### src/rtl/sq_age_issue_sched.sv
// Oldest-first store-queue issue scheduler: circular head/tail tracking,
// per-entry valid/issued bits and a single registered grant to the D-cache store port.

`ifndef SQ_SIZE
`define SQ_SIZE 8
`endif

module barrel_shift_dir0 #(
  parameter int W    = 8,
  parameter int SW   = $clog2(W),
  parameter bit CIRC = 1'b1
) (
  input  logic [W-1:0]  data,
  input  logic [SW-1:0] shamt,
  output logic [W-1:0]  result
);
  logic [2*W-1:0] ext;

  // Doubling the word turns a right shift into a rotate when CIRC is set
  assign ext    = CIRC ? {data, data} : {{W{1'b0}}, data};
  assign result = W'(ext >> shamt);
endmodule

// state | meaning
// IDLE  | no grant outstanding, issue_valid = 0
// HOLD  | grant for issue_idx presented, waiting for issue_ack
module sq_age_issue_sched #(
  parameter int N    = `SQ_SIZE,
  parameter int IDXW = $clog2(N)
) (
  input  logic            clock,
  input  logic            reset,
  input  logic            alloc_en,
  output logic            alloc_ok,
  output logic [IDXW-1:0] alloc_idx,
  input  logic [N-1:0]    entry_ready,
  output logic            issue_valid,
  output logic [IDXW-1:0] issue_idx,
  input  logic            issue_ack,
  input  logic            retire_en,
  input  logic            flush,
  output logic [IDXW-1:0] head_idx,
  output logic            full,
  output logic            empty,
  output logic [IDXW:0]   count
);
  typedef enum logic {IDLE, HOLD} state_t;

  state_t          state, state_nxt;
  logic [IDXW-1:0] tail;
  logic [IDXW-1:0] idx_nxt;
  logic [IDXW-1:0] off;
  logic [IDXW-1:0] sel;
  logic [N-1:0]    valid, issued, held, cand, rot;
  logic            retire_ok;
  logic            set_issued;

  assign full        = (count == (IDXW+1)'(N));
  assign empty       = (count == '0);
  assign alloc_ok    = alloc_en & ~full;
  assign alloc_idx   = tail;
  assign retire_ok   = retire_en & valid[head_idx] & issued[head_idx];
  assign issue_valid = (state == HOLD);

  // The entry sitting in the grant register is never a candidate again
  always_comb begin
    held = '0;
    if (state == HOLD) held[issue_idx] = 1'b1;
  end

  assign cand = valid & entry_ready & ~issued & ~held;

  barrel_shift_dir0 #(.W(N), .SW(IDXW), .CIRC(1'b1)) u_rot (
    .data   (cand),
    .shamt  (head_idx),
    .result (rot)
  );

  always_comb begin
    off = '0;
    for (int i = N-1; i >= 0; i--) begin
      if (rot[i]) off = IDXW'(i);
    end
  end

  assign sel = head_idx + off;

  always_comb begin
    state_nxt  = state;
    idx_nxt    = issue_idx;
    set_issued = 1'b0;
    case (state)
      IDLE: begin
        if (|cand) begin
          state_nxt = HOLD;
          idx_nxt   = sel;
        end
      end
      HOLD: begin
        if (issue_ack) begin
          set_issued = 1'b1;
          if (|cand) idx_nxt = sel;
          else state_nxt = IDLE;
        end
      end
      default: state_nxt = IDLE;
    endcase
  end

  always_ff @(posedge clock) begin
    if (reset || flush) begin
      state     <= IDLE;
      issue_idx <= '0;
    end else begin
      state     <= state_nxt;
      issue_idx <= idx_nxt;
    end
  end

  // Alloc targets tail and retire targets head; these never collide because
  // alloc is blocked when full and retire needs a valid head.
  always_ff @(posedge clock) begin
    if (reset || flush) begin
      head_idx <= '0;
      tail     <= '0;
      count    <= '0;
      valid    <= '0;
      issued   <= '0;
    end else begin
      if (alloc_ok) begin
        valid[tail]  <= 1'b1;
        issued[tail] <= 1'b0;
        tail         <= tail + IDXW'(1);
      end
      if (retire_ok) begin
        valid[head_idx] <= 1'b0;
        head_idx        <= head_idx + IDXW'(1);
      end
      if (set_issued) issued[issue_idx] <= 1'b1;
      count <= count + (IDXW+1)'(alloc_ok) - (IDXW+1)'(retire_ok);
    end
  end
endmodule
### config.mk
export PLATFORM = sky130hd
export DESIGN_NAME = sq_age_issue_sched
export DESIGN_NICKNAME = d
export VERILOG_FILES = /design/src/rtl/sq_age_issue_sched.sv
export SDC_FILE = /design/constraint.sdc
export NUM_CORES = 1
export LEC_CHECK = 0
export CORE_ASPECT_RATIO = 1.5
export CORE_MARGIN = 5
export CORE_UTILIZATION = 49
export DETAILED_ROUTE_END_ITERATION = 6
export PLACE_DENSITY = 0.76
export SLEW_MARGIN = 20
export SYNTH_ARGS = -nofsm -noshare
export SYNTH_HDL_FRONTEND = slang
export SYNTH_HIERARCHICAL = 1
export SYNTH_SLANG_ARGS = --single-unit
### constraint.sdc
create_clock -name clock -period 3.05 [get_ports clock]
set_clock_uncertainty 0.05 [all_clocks]
set_input_delay 0.305 -clock clock [delete_from_list [all_inputs] [get_ports clock]]
set_output_delay 0.305 -clock clock [all_outputs]
set_load 0.03 [all_outputs]
==> results.py <==
metrics = {
    "critical_path": {
        "reg2reg_to": "issue_idx[1]$_SDFFE_PP0P_",
        "reg2reg_from": "issue_idx[0]$_SDFFE_PP0P_",
        "startpoint_type": "register",
        "worstPathMaxFanout": 6,
        "r2r_slack_ns": -0.1,
        "critical_path_buf_inv_count": 1,
        "end_kind": "register",
        "critical_path_class": "register to register",
        "crit_path_cell_trace": "and3b_2 -> a21oi_1 -> mux4_2 -> mux2_2 -> o21bai_1 -> a21oi_1 -> nor2_1 -> ha_2 -> inv_2 -> fa_2 -> or3_4 -> mux2i_1",
        "worstPathRequired_ns": 3.21,
        "cp_data_arrival_time_ns": 3.31,
        "cp_common_cell": "a21oi_1",
        "ff2ff_path_depth": 12,
        "crit_slowest_cell": "mux4_2",
        "cpPeakStageDelay_ns": 0.51,
        "crit_family": "multiplexers",
    },
    "placement": {
        "place_ws_ns": -0.345,
        "port_buffers": 30,
        "dpl.hpwl_um": 4250,
        "routabilityCongestion": 0.840,
    },
    "yosys": {
        "async_flop_share_pct": 0,
        "synth_commonest_cells": "dfxtp_1 (30), a21oi_1 (26), nand2_1 (17)",
        "synth.distinct_cells": 46,
        "synth_cells": 230,
        "ys.flop_type": "dfxtp_1",
        "ys_seq_area_share_pct": 27.7,
        "synth.top_cells.by_area": "dfxtp_1 (28%), mux4_1 (9.7%), a21oi_1 (6.0%)",
        "post-synth-top-count-cell": "dfxtp_1",
        "synth_area_per_cell_um2": 9.42,
        "ys_warn_count": 6,
        "ys_ff_latch": 30,
        "yosys.area.top_type": "dfxtp_1",
        "syn_area_um2": 2170,
        "synth_edf_count": 0,
        "synth_top_area_share_pct": 27.7,
        "synthesis.nets": 255,
    },
    "clock_tree": {
        "clk_pin_slew_ns": 0.07,
        "clk_path_buf_depth": 2,
        "clock_latency_ns": 0.29,
        "htreeDepth": 2,
        "cts_buffers": 5,
        "hold_buffers": 0,
        "cts_root_buffer": "clkbuf_8",
        "cts_tree": "done",
        "cts.sinks": 30,
    },
    "hold_path": {
        "holdCritStartpoint": "issued[1]$_SDFF_PP0_",
        "min_path_cells": 2,
        "hp-class": "register to register",
        "worstHoldEndpoint": "issued[1]$_SDFF_PP0_",
    },
    "route": {
        "drt.antenna.violating_nets": 0,
        "vias": 1916,
        "drt-wirelength-per-cell_um": 17.1,
        "routed_wl_um": 5480,
        "dr.first_iter.drc_count": 100,
        "viasPerCell": 5.97,
        "drc": 0,
        "dr.pass1.iters": 4,
    },
    "sta": {
        "post-route-min-period_ns": 3.15,
        "finalSetupViolCount": 2,
        "worst_slack_ns": -0.0964,
        "rsz0062_at_grt": "true",
        "relSlewSlack_pct": 42.8,
        "slew_viol_final": 0,
        "fmax_ghz": 0.318,
        "min_period_over_period_pct": 103,
        "worstMarginPinSlew_ns": 0.854,
        "final-hold-violation-count": 0,
    },
    "global_routing": {
        "antenna_found_initial": 0,
        "grt_pass1_vias": 2023,
        "grt_max_degree": 20,
        "groute.usage.overall_pct": 19.2,
        "grt_pass1_wl_um": 9190,
        "grt-ovfl-total": 0,
    },
    "die": {
        "die_w_um": 64.3,
        "core_area_um2": 4250,
        "die_h_um": 91.4,
        "die_area_um2": 5880,
        "start_util_pct": 51.0,
        "num_rows": 29,
        "io-pin-count": 31,
    },
    "final_layout": {
        "n_antenna_cell": 0,
        "seq_area_um2": 618,
        "multi_input_area_um2": 1480,
        "synthToLayoutAreaGrowth_pct": 27.4,
        "fin_nets": 299,
        "layout-drive-gt1-share_pct": 26.2,
        "nFillCells": 354,
    },
    "outcome": {
        "violations": "setup timing",
        "outcome": "complete, but fails checks",
    },
    "power": {
        "power_density_nw_per_um2": 323,
        "totalPowerFinal_uw": 890,
        "leakage_uw": 0.000973,
        "peakVddDrop_uv": 299,
    },
    "run": {
        "max-cap-violations": 0,
    },
}
[tightest hold or removal path: stages (launching register included)]
cell and delay (ns):
dfxtp_1 0.32, o31ai_1 0.07, a21oi_1 0.06
[layer usage]
layer / track usage, % / vias up / share of wire, %
li1: - / 933 / -
met2: 35.3 / 44 / 53
met5: 0 / - / 0
met3: 3.70 / 12 / 4.2
met1: 21.1 / 927 / 41
met4: 7.13 / 0 / 1.9
[cell families (layout without fill, tap and decap cells)]
| family | Yosys count | in the layout | share of synthesized area, % |
|---|---|---|---|
| compound gates | 51 | 51 | 15.6 |
| xor+xnor | 6 | 6 | 2.43 |
| fa+ha+maj | 11 | 11 | 7.05 |
| buf+inv | 26 | 71 | 5.60 |
| flops | 30 | 30 | 27.7 |
| mux | 26 | 26 | 21.4 |
| simple gates | 80 | 80 | 20.2 |
[worst max path at each step]
stage                               from                         to  slack (ns)  depth (start not counted)
3_5_place_dp              entry_ready[1]  issue_idx[1]$_SDFFE_PP0P_       -0.35                         14
6_report       issue_idx[0]$_SDFFE_PP0P_  issue_idx[1]$_SDFFE_PP0P_        -0.1                         12
2_1_floorplan     issue_valid$_SDFF_PP0_  issue_idx[2]$_SDFFE_PP0P_        0.01                         16
4_1_cts        issue_idx[1]$_SDFFE_PP0P_  issue_idx[1]$_SDFFE_PP0P_       -0.09                         14
5_1_grt        issue_idx[1]$_SDFFE_PP0P_  issue_idx[1]$_SDFFE_PP0P_       -0.25                         14
3_3_place_gp              entry_ready[1]  issue_idx[1]$_SDFFE_PP0P_       -0.34                         14
[power by group]
part           internal (uW)  switching (uW)
logic                   39.9            45.8
clock network            243             165
registers                392            4.59
total                    675             215
[through the flow]
| stage | util [%] | instance area, um2 | std cells | hold WS [ns] | TNS [ns] |
|---|---|---|---|---|---|
| 5_1_grt | 65.0 | 2760 | 321 | 0.462 | -0.500 |
| 4_1_cts | 65.0 | 2760 | 321 | 0.440 | -0.152 |
| 2_1_floorplan | - | 2210 | 230 | 0.399 | 0 |
| 3_5_place_dp | 62.1 | 2640 | 313 | 0.429 | -0.647 |
| 3_3_place_gp | 62.1 | 2640 | 313 | 0.425 | -0.596 |
| 6_report | 65.0 | 2760 | 321 | 0.441 | -0.140 |
[repair_timing]
| action | in CTS | in global routing |
|---|---|---|
| setup buffers | 0 | 0 |
| gates resized for setup | 5 | 1 |
| pin swaps | 5 | 0 |
| setup endpoints to repair | 2 | 2 |
[cells in the final DEF, fill, tap and decap left out, drive strengths merged, types with 6 or more instances in the layout]
cell type and count:
nand3 6, clkdlybuf4s50 30, a21oi 27, mux2i 6
nand2 17, nor2 15, dfxtp 30, inv 15
ha 9, mux2 8, mux4 12, buf 19
nor3 9, o221a 6, o21ai 7, nand3b 9
[cell type report]
| class | instances | share of cell area (%) |
|---|---|---|
| clock inverter | 3 | 1.59 |
| tap | 46 | 2.09 |
| sequential | 30 | 22.4 |
| inverter | 14 | 1.90 |
| timing repair buffer | 49 | 16.1 |
| multi-input combinational | 174 | 53.5 |
| clock buffer | 5 | 2.49 |
[flip-flops by register name (all words and copies together) (netlist names)]
name         flops
alloc_idx        3
issue_idx        3
issued           8
head_idx         3
issue_valid      1
count            4
valid            8
(Power assumes the default switching activity.)
